`src/rtl/mem_port_arbiter_pkg.sv`:
```
// Purpose: shared types and constants for the two-requester memory port arbiter.
// Latency: n/a (declarations only).
// Backpressure: n/a.
package mem_arb_pkg;

  typedef enum logic {
    IDLE = 1'b0,
    BUSY = 1'b1
  } arb_state_t;

  localparam logic SEL_R0 = 1'b0;
  localparam logic SEL_R1 = 1'b1;

  localparam int DEFAULT_TIMEOUT = 16;

  // A lone requester wins outright; on a tie the one that did not win last time goes.
  function automatic logic pick_winner(input logic r0_req, input logic r1_req, input logic last);
    if (r0_req && r1_req) begin
      return (last == SEL_R0) ? SEL_R1 : SEL_R0;
    end
    return r1_req ? SEL_R1 : SEL_R0;
  endfunction

endpackage

```
`src/rtl/mem_port_arbiter_if.sv`:
```
// Purpose: bundles both requester ports and the shared memory port of the arbiter.
// Latency: n/a (wiring only).
// Backpressure: requesters hold req/addr/wdata/we until their done pulse.
// Modports: master = arbiter view (requests and memory response in, grants and
// memory request out); slave = the surrounding fetch/LSU front ends and memory.
interface mem_port_arbiter_if #(
  parameter int ADDR_W = 32,
  parameter int DATA_W = 32
);

  logic              r0_req;
  logic              r1_req;
  logic [ADDR_W-1:0] r0_addr;
  logic [ADDR_W-1:0] r1_addr;
  logic [DATA_W-1:0] r0_wdata;
  logic [DATA_W-1:0] r1_wdata;
  logic              r0_we;
  logic              r1_we;
  logic              r0_gnt;
  logic              r1_gnt;
  logic              r0_done;
  logic              r1_done;
  logic [DATA_W-1:0] rdata;
  logic              err;
  logic              sel;
  logic              m_req;
  logic [ADDR_W-1:0] m_addr;
  logic [DATA_W-1:0] m_wdata;
  logic              m_we;
  logic              m_ready;
  logic [DATA_W-1:0] m_rdata;

  modport master (
    input  r0_req, r1_req, r0_addr, r1_addr, r0_wdata, r1_wdata, r0_we, r1_we,
    input  m_ready, m_rdata,
    output r0_gnt, r1_gnt, r0_done, r1_done, rdata, err, sel,
    output m_req, m_addr, m_wdata, m_we
  );

  modport slave (
    output r0_req, r1_req, r0_addr, r1_addr, r0_wdata, r1_wdata, r0_we, r1_we,
    output m_ready, m_rdata,
    input  r0_gnt, r1_gnt, r0_done, r1_done, rdata, err, sel,
    input  m_req, m_addr, m_wdata, m_we
  );

endinterface

```
`src/rtl/mem_port_arbiter_mux.sv`:
```
// Purpose: 32-bit 2:1 mux (a when s=0, b when s=1) steering requester data onto the port.
// Latency: combinational.
// Backpressure: none.
// Ports: a, b data inputs; s select; y output.
module Mux (
  input  logic [31:0] a,
  input  logic [31:0] b,
  input  logic        s,
  output logic [31:0] y
);

  assign y = s ? b : a;

endmodule

```
`src/rtl/mem_port_arbiter.sv`:
```
// Purpose: round-robin arbiter sharing one memory port between fetch (r0) and load/store (r1).
// Latency: grant and m_req one cycle after req seen in IDLE; done is combinational with m_ready.
// Backpressure: BUSY holds until m_ready (or timeout abort); one access per two cycles at most.
// Ports: clk, rst (synchronous, active high); bus = mem_port_arbiter_if.master carrying
// requester req/addr/wdata/we in, gnt/done/rdata/err/sel out, and the memory port.
// Optional feature: define MEM_ARB_TIMEOUT_EN to abort an access after TIMEOUT BUSY
// cycles without m_ready (done with err=1, rdata=0).
module mem_port_arbiter
  import mem_arb_pkg::*;
#(
  parameter int ADDR_W  = 32,
  parameter int DATA_W  = 32,
  parameter int TIMEOUT = DEFAULT_TIMEOUT
) (
  input  logic               clk,
  input  logic               rst,
  mem_port_arbiter_if.master bus
);

  arb_state_t state;
  logic       sel;
  logic       last;
  logic       m_req_q;
  logic       r0_gnt_q;
  logic       r1_gnt_q;
  logic       winner;
  logic       tmo;
  logic       complete;

  assign winner = pick_winner(bus.r0_req, bus.r1_req, last);

`ifdef MEM_ARB_TIMEOUT_EN
  // Counts BUSY cycles without m_ready; value k means k such cycles already elapsed.
  localparam int CNT_W = $clog2(TIMEOUT);
  logic [CNT_W-1:0] wait_cnt;

  assign tmo = m_req_q && !bus.m_ready && (wait_cnt == CNT_W'(TIMEOUT - 1));

  always_ff @(posedge clk) begin
    if (rst || state == IDLE || complete) begin
      wait_cnt <= '0;
    end else if (!bus.m_ready) begin
      wait_cnt <= wait_cnt + 1'b1;
    end
  end
`else
  logic unused_timeout_cfg;
  assign unused_timeout_cfg = |TIMEOUT;
  assign tmo = 1'b0;
`endif

  // m_ready wins over a same-cycle timeout.
  assign complete = m_req_q && (bus.m_ready || tmo);

  always_ff @(posedge clk) begin
    if (rst) begin
      state    <= IDLE;
      sel      <= SEL_R0;
      last     <= SEL_R1;
      m_req_q  <= 1'b0;
      r0_gnt_q <= 1'b0;
      r1_gnt_q <= 1'b0;
    end else begin
      case (state)
        IDLE: begin
          if (bus.r0_req || bus.r1_req) begin
            state    <= BUSY;
            sel      <= winner;
            last     <= winner;
            m_req_q  <= 1'b1;
            r0_gnt_q <= (winner == SEL_R0);
            r1_gnt_q <= (winner == SEL_R1);
          end
        end
        BUSY: begin
          // A requester dropping req mid-access is ignored; only completion ends BUSY.
          if (complete) begin
            state    <= IDLE;
            m_req_q  <= 1'b0;
            r0_gnt_q <= 1'b0;
            r1_gnt_q <= 1'b0;
          end
        end
        default: state <= IDLE;
      endcase
    end
  end

  assign bus.sel     = sel;
  assign bus.m_req   = m_req_q;
  assign bus.r0_gnt  = r0_gnt_q;
  assign bus.r1_gnt  = r1_gnt_q;
  assign bus.r0_done = complete && (sel == SEL_R0);
  assign bus.r1_done = complete && (sel == SEL_R1);
  assign bus.err     = tmo;
  assign bus.rdata   = tmo ? '0 : bus.m_rdata;

  // Write enable is gated by m_req so the port never sees a write while IDLE.
  assign bus.m_we = m_req_q && ((sel == SEL_R1) ? bus.r1_we : bus.r0_we);

  Mux u_addr_mux (
    .a (bus.r0_addr),
    .b (bus.r1_addr),
    .s (sel),
    .y (bus.m_addr)
  );

  Mux u_wdata_mux (
    .a (bus.r0_wdata),
    .b (bus.r1_wdata),
    .s (sel),
    .y (bus.m_wdata)
  );

endmodule

```
`src/flat_wrapper.sv`:
```
// flat-port wrapper written by rule: the top's interface ports become plain ports
module mem_port_arbiter_flat import mem_arb_pkg::*;
#(
  parameter int ADDR_W  = 32,
  parameter int DATA_W  = 32,
  parameter int TIMEOUT = DEFAULT_TIMEOUT
)
  (clk, rst, bus_r0_req, bus_r1_req, bus_r0_addr, bus_r1_addr, bus_r0_wdata, bus_r1_wdata, bus_r0_we, bus_r1_we, bus_m_ready, bus_m_rdata, bus_r0_gnt, bus_r1_gnt, bus_r0_done, bus_r1_done, bus_rdata, bus_err, bus_sel, bus_m_req, bus_m_addr, bus_m_wdata, bus_m_we);
  mem_port_arbiter_if #(.ADDR_W(ADDR_W), .DATA_W(DATA_W)) bus_i ();
  input  logic clk;
  input  logic rst;
  input wire logic [$bits(bus_i.r0_req)-1:0] bus_r0_req;
  input wire logic [$bits(bus_i.r1_req)-1:0] bus_r1_req;
  input wire logic [$bits(bus_i.r0_addr)-1:0] bus_r0_addr;
  input wire logic [$bits(bus_i.r1_addr)-1:0] bus_r1_addr;
  input wire logic [$bits(bus_i.r0_wdata)-1:0] bus_r0_wdata;
  input wire logic [$bits(bus_i.r1_wdata)-1:0] bus_r1_wdata;
  input wire logic [$bits(bus_i.r0_we)-1:0] bus_r0_we;
  input wire logic [$bits(bus_i.r1_we)-1:0] bus_r1_we;
  input wire logic [$bits(bus_i.m_ready)-1:0] bus_m_ready;
  input wire logic [$bits(bus_i.m_rdata)-1:0] bus_m_rdata;
  output wire logic [$bits(bus_i.r0_gnt)-1:0] bus_r0_gnt;
  output wire logic [$bits(bus_i.r1_gnt)-1:0] bus_r1_gnt;
  output wire logic [$bits(bus_i.r0_done)-1:0] bus_r0_done;
  output wire logic [$bits(bus_i.r1_done)-1:0] bus_r1_done;
  output wire logic [$bits(bus_i.rdata)-1:0] bus_rdata;
  output wire logic [$bits(bus_i.err)-1:0] bus_err;
  output wire logic [$bits(bus_i.sel)-1:0] bus_sel;
  output wire logic [$bits(bus_i.m_req)-1:0] bus_m_req;
  output wire logic [$bits(bus_i.m_addr)-1:0] bus_m_addr;
  output wire logic [$bits(bus_i.m_wdata)-1:0] bus_m_wdata;
  output wire logic [$bits(bus_i.m_we)-1:0] bus_m_we;
  assign bus_i.r0_req = bus_r0_req;
  assign bus_i.r1_req = bus_r1_req;
  assign bus_i.r0_addr = bus_r0_addr;
  assign bus_i.r1_addr = bus_r1_addr;
  assign bus_i.r0_wdata = bus_r0_wdata;
  assign bus_i.r1_wdata = bus_r1_wdata;
  assign bus_i.r0_we = bus_r0_we;
  assign bus_i.r1_we = bus_r1_we;
  assign bus_i.m_ready = bus_m_ready;
  assign bus_i.m_rdata = bus_m_rdata;
  assign bus_r0_gnt = bus_i.r0_gnt;
  assign bus_r1_gnt = bus_i.r1_gnt;
  assign bus_r0_done = bus_i.r0_done;
  assign bus_r1_done = bus_i.r1_done;
  assign bus_rdata = bus_i.rdata;
  assign bus_err = bus_i.err;
  assign bus_sel = bus_i.sel;
  assign bus_m_req = bus_i.m_req;
  assign bus_m_addr = bus_i.m_addr;
  assign bus_m_wdata = bus_i.m_wdata;
  assign bus_m_we = bus_i.m_we;
  mem_port_arbiter #(.ADDR_W(ADDR_W), .DATA_W(DATA_W), .TIMEOUT(TIMEOUT)) u_core (.clk(clk), .rst(rst), .bus(bus_i));
endmodule
```
`config.mk`:
```
export PLATFORM = sky130hd
export DESIGN_NAME = mem_port_arbiter_flat
export DESIGN_NICKNAME = d
export VERILOG_FILES = /design/src/rtl/mem_port_arbiter_pkg.sv /design/src/rtl/mem_port_arbiter_if.sv /design/src/rtl/mem_port_arbiter_mux.sv /design/src/rtl/mem_port_arbiter.sv /design/src/flat_wrapper.sv
export SDC_FILE = /design/constraint.sdc
export NUM_CORES = 1
export LEC_CHECK = 0
export CORE_AREA = 3 3 105 107
export DETAILED_ROUTE_END_ITERATION = 10
export DIE_AREA = 0 0 108 110
export DONT_BUFFER_PORTS = 1
export PLACE_DENSITY = 0.3
export SLEW_MARGIN = 25
export SYNTH_ARGS = -nofsm -noshare
export SYNTH_HDL_FRONTEND = slang
export SYNTH_SLANG_ARGS = --single-unit
export TNS_END_PERCENT = 20
```
`constraint.sdc`:
```
create_clock -name clk -period 3 [get_ports clk]
set_clock_uncertainty 0.05 [all_clocks]
set_input_delay 0.15 -clock clk [delete_from_list [all_inputs] [get_ports clk]]
set_output_delay 0.15 -clock clk [all_outputs]
set_load 0.005 [all_outputs]
```
==> flow_metrics.env, run 1 <==
export IMPL_grt_overflow_total=0
export IMPL_worst_hold_path_type="in2reg"
export IMPL_cts_root_buf="clkbuf_8"
export IMPL_rsz0062_at_grt="false"
export IMPL_start_kind="flop"
export IMPL_die_area_sq_um=11900
export IMPL_cts_buffer_depth=2
export IMPL_routed_wl_mm=4.33
export IMPL_cp_top_family="flip-flops"
export IMPL_critical_path_max_fanout=69
export IMPL_cts_tree="yes"
export IMPL_fmax_ghz=0.528
export IMPL_grt_pass1_vias=857
export IMPL_power_uw=392
export IMPL_hold_viol_final=0
export IMPL_drive_gt1_frac=0.667
export IMPL_clkPwrFrac=0.335
export IMPL_placed_area_sq_um=1230
export IMPL_avgSynthCellArea_sq_um=9.92
export IMPL_viasPerCell=3.76
export IMPL_avgRoutedWirePerCell_um=18.2
export IMPL_place_congestion=0.610
export IMPL_cp_required_ns=2.80
export IMPL_synth_distinct_cells=22
export IMPL_synth_mux_area_fraction=0.580
export IMPL_worstPathArrival_ns=1.69
export IMPL_r2r_start="u_core.bus.sel"
export IMPL_place_inst=233
export IMPL_final_max_slew_viol_count=0
export IMPL_crit_slowest_cell="dfxtp_4"
export IMPL_maxCapViolCount=0
export IMPL_dp_hpwl_mm=3.72
export IMPL_cts_hold_buf=1
export IMPL_die_h_um=110
export IMPL_worstSetupEndpointType="output pin"
export IMPL_boundaryPins=271
export IMPL_synth_top_family_by_area="multiplexers"
export IMPL_clk_latency_ns=0.22
export IMPL_drt_drc_violations_left=0
export IMPL_tightestPinTransition_ns=0.977
export IMPL_power_density_nw_per_um2=305
export IMPL_diodes=0
export IMPL_netlist_instances=138
export IMPL_worstPathCellList="mux2_2"
export IMPL_max_vdd_ir_drop_mv=0.304
export IMPL_cpPeakStageDelay_ns=0.94
export IMPL_post_cts_buffers=0
export IMPL_timing_rr_end="u_core.bus.sel"
export IMPL_path_class="reg2out"
export IMPL_syn_nets=305
export IMPL_drt_pass1_iterations=4
export IMPL_synth_xor_area_frac=0
export IMPL_portBuffers=0
export IMPL_setup_worst_path_start="u_core.bus.sel"
export IMPL_fin_setup_tns_ns=0
export IMPL_ys_warn_count=0
export IMPL_drtAntennaViolNets=0
export IMPL_h_tree_depth=1
export IMPL_finalNonFillerCells=238
export IMPL_grt_pass1_wl_mm=4.82
export IMPL_hold_worst_slack_ns=0.0199
export IMPL_dieWidth_um=108
export IMPL_yosys_area_share_simple=0.0576
export IMPL_core_area_sq_um=10200
export IMPL_cp_num_buf_inv=0
export IMPL_drt_iter0_markers=13
export IMPL_fill_cells=1174
export IMPL_switching_share=0.303
export IMPL_ff2ff_setup_slack_ns=1.61
export IMPL_p_int_uw=273
export IMPL_clkTransAtPathRegs_ns=0.04
export IMPL_synthAdderAreaFrac=0
export IMPL_post_place_ws_ns=1.35
export IMPL_cp_num_cells=1
export IMPL_antenna_found_initial=0
export IMPL_fin_crit_sh=0.632
export IMPL_crit_end="bus_m_addr[2]"
export IMPL_design_area_sq_um=1280
export IMPL_cts_resized=0
export IMPL_ys_ff_latch=6
export IMPL_slew_headroom=0.348
export IMPL_yosysSeqAreaShare=0.0878
export IMPL_start_util=0.134
export IMPL_setup_viol=0
export IMPL_area_growth_pct=-6.12
export IMPL_fin_util=0.126
export IMPL_switchingPower_uw=119
export IMPL_synth_compound_area_frac=0.0375
export IMPL_fin_crit_ns=1.89
export IMPL_p_leak_nw=0.446
export IMPL_combPwrFrac=0.365
export IMPL_num_vias=894
export IMPL_final_common_cell="mux2_2"
export IMPL_final_cell_mix="47 x mux2_2, 17 x mux2_4, 5 x dfxtp_1"
export IMPL_gr_usage_all_layers=0.0531
export IMPL_cts_inserted_buffers=3
export IMPL_p_seq_frac=0.299
export IMPL_netlist_area_sq_um=1370
export IMPL_grt_max_degree=70
export IMPL_status="finished, final reports clean"
export IMPL_final_nets=270
export IMPL_finalWorstSetupSlack_ns=1.11
export IMPL_cts_sinks=6
export IMPL_row_count=37
export IMPL_reg2reg_depth=2
[metal layers]
metal	track usage	wire length, um
met1	0.0626	1540
met2	0.0893	2120
met3	0.0274	662
met4	0.00631	2
met5	0	0
[flip-flops by register name, indices dropped and copies added (netlist names)]
| signal | flops |
|---|---|
| u_core.bus.m_req | 1 |
| u_core.bus.r0_gnt | 1 |
| u_core.bus.r1_gnt | 1 |
| u_core.bus.sel | 1 |
| u_core.last | 1 |
| u_core.state | 1 |
[cell type report]
type | count | area (sq um) | area share
Multi-Input combinational cell | 89 | 928 | 0.722
Sequential cell | 6 | 124 | 0.0964
Clock buffer | 4 | 45.0 | 0.0351
Timing Repair Buffer | 1 | 10.0 | 0.00779
Tap cell | 136 | 170 | 0.132
Inverter | 2 | 7.51 | 0.00584
[how the worst min path moves through the flow]
stage               start                end  slack (ns)  cells past startpoint
5_1_grt        bus_r0_req       u_core.state        0.02                      1
6_report       bus_r0_req       u_core.state        0.02                      1
3_3_place_gp          rst     u_core.bus.sel        0.17                      1
2_1_floorplan         rst  u_core.bus.r0_gnt        0.17                      1
3_5_place_dp          rst     u_core.bus.sel        0.17                      1
4_1_cts        bus_r0_req       u_core.state        0.02                      1
[power groups by stage]
stage / clock network (mW) / logic, mW / registers, mW
3_5_place_dp: 0 / 0.143 / 0.119
3_3_place_gp: 0 / 0.145 / 0.118
4_1_cts: 0.137 / 0.147 / 0.118
5_1_grt: 0.138 / 0.156 / 0.121
6_report: 0.132 / 0.143 / 0.117
2_1_floorplan: 0 / 0.191 / 0.0935
[synth_stat cells]
master | instances | area share
a2bb2oi_1 | 1 | 0.0064
mux2_4 | 17 | 0.19
buf_2 | 4 | 0.015
a21o_1 | 1 | 0.0055
o311a_1 | 1 | 0.0073
nand2_1 | 4 | 0.011
a21oi_1 | 2 | 0.0073
nor2_1 | 4 | 0.011
nand3_1 | 2 | 0.0073
and3_1 | 1 | 0.0046
conb_1 | 1 | 0.0027
dfxtp_1 | 6 | 0.088
buf_6 | 4 | 0.033
nor3b_1 | 1 | 0.0055
nand2b_1 | 2 | 0.0091
a22oi_1 | 1 | 0.0055
buf_4 | 33 | 0.18
o211ai_1 | 1 | 0.0055
mux2i_1 | 1 | 0.0073
nor2b_1 | 2 | 0.0091
mux2_2 | 47 | 0.39
inv_1 | 2 | 0.0055
[logic make-up (layout without fill, tap and decap cells)]
family	count (synthesis)	in the layout
buffers and inverters	43	7
AOI/OAI and AO/OA	7	7
DFF	6	6
muxes	65	65
other	1	1
and+or+nand+nor	16	16
Power figures use the tool's default switching activity.
==> inputs of run 2 (changes only) <==
Clock period 3 ns to 1.75 ns, I/O delays scaled along.
==> flow_metrics.env, run 2 (synthesized netlist as in run 1, its figures left out) <==
export IMPL_grt_overflow_total=0
export IMPL_hold_viol_final=0
export IMPL_hold_worst_slack_ns=0.0188
export IMPL_cts_inserted_buffers=3
export IMPL_worst_hold_path_type="in2reg"
export IMPL_final_cell_mix="47 x mux2_2, 17 x mux2_4, 5 x dfxtp_1"
export IMPL_cts_buffer_depth=2
export IMPL_viasPerCell=3.81
export IMPL_start_util=0.134
export IMPL_avgRoutedWirePerCell_um=17.6
export IMPL_switching_share=0.295
export IMPL_fin_crit_sh=0.849
export IMPL_die_area_sq_um=11900
export IMPL_die_h_um=110
export IMPL_reg2reg_depth=3
export IMPL_portBuffers=0
export IMPL_num_vias=919
export IMPL_dieWidth_um=108
export IMPL_status="finished, final reports clean"
export IMPL_fin_util=0.130
export IMPL_boundaryPins=271
export IMPL_combPwrFrac=0.440
export IMPL_clkPwrFrac=0.320
export IMPL_drt_drc_violations_left=0
export IMPL_max_vdd_ir_drop_mv=0.426
export IMPL_clk_latency_ns=0.22
export IMPL_setup_worst_path_start="u_core.bus.sel"
export IMPL_core_area_sq_um=10200
export IMPL_clkTransAtPathRegs_ns=0.04
export IMPL_rsz0062_at_grt="false"
export IMPL_place_congestion=0.638
export IMPL_dp_hpwl_mm=3.67
export IMPL_r2r_start="u_core.bus.sel"
export IMPL_cts_sinks=6
export IMPL_area_growth_pct=-3.20
export IMPL_p_leak_nw=0.463
export IMPL_fmax_ghz=0.673
export IMPL_critical_path_max_fanout=69
export IMPL_antenna_found_initial=0
export IMPL_row_count=37
export IMPL_final_max_slew_viol_count=0
export IMPL_p_seq_frac=0.240
export IMPL_power_density_nw_per_um2=507
export IMPL_grt_pass1_wl_mm=4.82
export IMPL_gr_usage_all_layers=0.0546
export IMPL_drive_gt1_frac=0.657
export IMPL_path_class="reg2out"
export IMPL_drt_iter0_markers=25
export IMPL_fin_setup_tns_ns=0
export IMPL_start_kind="flop"
export IMPL_final_common_cell="mux2_2"
export IMPL_drt_pass1_iterations=4
export IMPL_routed_wl_mm=4.24
export IMPL_crit_end="bus_m_wdata[9]"
export IMPL_diodes=0
export IMPL_cp_required_ns=1.61
export IMPL_cts_root_buf="clkbuf_8"
export IMPL_final_nets=273
export IMPL_drtAntennaViolNets=0
export IMPL_cts_tree="yes"
export IMPL_h_tree_depth=1
export IMPL_grt_pass1_vias=834
export IMPL_fin_crit_ns=1.49
export IMPL_p_int_uw=474
export IMPL_switchingPower_uw=198
export IMPL_maxCapViolCount=0
export IMPL_ff2ff_setup_slack_ns=0.70
export IMPL_grt_max_degree=70
export IMPL_timing_rr_end="u_core.bus.sel"
export IMPL_worstSetupEndpointType="output pin"
export IMPL_worstPathArrival_ns=1.35
export IMPL_setup_viol=0
==> run 2: changes by cell type in the layout (fill, tap and decap cells not counted) <==
cell / delta
dlygate4sd3_1: +2
buf_12: +1
==> run 2: routing by layer <==
layer	routed length, um	GRT usage	vias up
met5	0	0	-
met2	2140	0.0915	117
met3	662	0.0338	4
li1	-	-	389
met4	13	0.0117	0
met1	1430	0.0590	409
==> run 2: how the worst min path moves through the flow <==
stage               depth (start not counted)         from  slack, ns                 to
floorplan                                   1          rst       0.11  u_core.bus.r0_gnt
global placement                            1          rst       0.10     u_core.bus.sel
detailed placement                          1          rst       0.11     u_core.bus.sel
CTS                                         3  bus_m_ready       0.02   u_core.bus.m_req
global route                                3  bus_m_ready       0.02   u_core.bus.m_req
finish                                      3  bus_m_ready       0.02   u_core.bus.m_req
==> run 2: per-stage QoR <==
stage,worst slack [ns],total power [mW],cell area (sq um),cells
after floorplan,0.563,0.487,1370,138
after global placement,0.511,0.457,1250,234
after detailed placement,0.495,0.456,1250,234
after CTS,0.253,0.687,1330,241
after global routing,0.203,0.728,1330,241
final,0.264,0.672,1330,241
==> run 2: power groups by stage <==
stage | Clock [mW] | Sequential [mW] | Combinational [mW]
after floorplan | 0 | 0.160 | 0.327
after global placement | 0 | 0.164 | 0.293
after detailed placement | 0 | 0.164 | 0.292
after CTS | 0.224 | 0.162 | 0.302
after global routing | 0.243 | 0.163 | 0.322
final | 0.215 | 0.161 | 0.296
==> run 2: timing repair <==
action	in CTS	in global routing
buffers inserted	0	0
setup endpoints to repair	0	0
gates resized for setup	0	0
endpoints found under the hold margin	6	0
hold buffers	3	0
==> run 2: layout make-up <==
| class | instances | area, sq um |
|---|---|---|
| clock buffers | 4 | 45.0 |
| fillers | 1150 | 8910 |
| inverters | 2 | 7.51 |
| multi-input cells | 89 | 928 |
| flip-flops and latches | 6 | 124 |
| well taps | 136 | 170 |
| repair buffers | 4 | 50.0 |
==> run 2: critical path, cell delays in order (launching register included) <==
cell     delay [ns]
dfxtp_4        0.34
buf_12         0.33
mux2_2         0.43
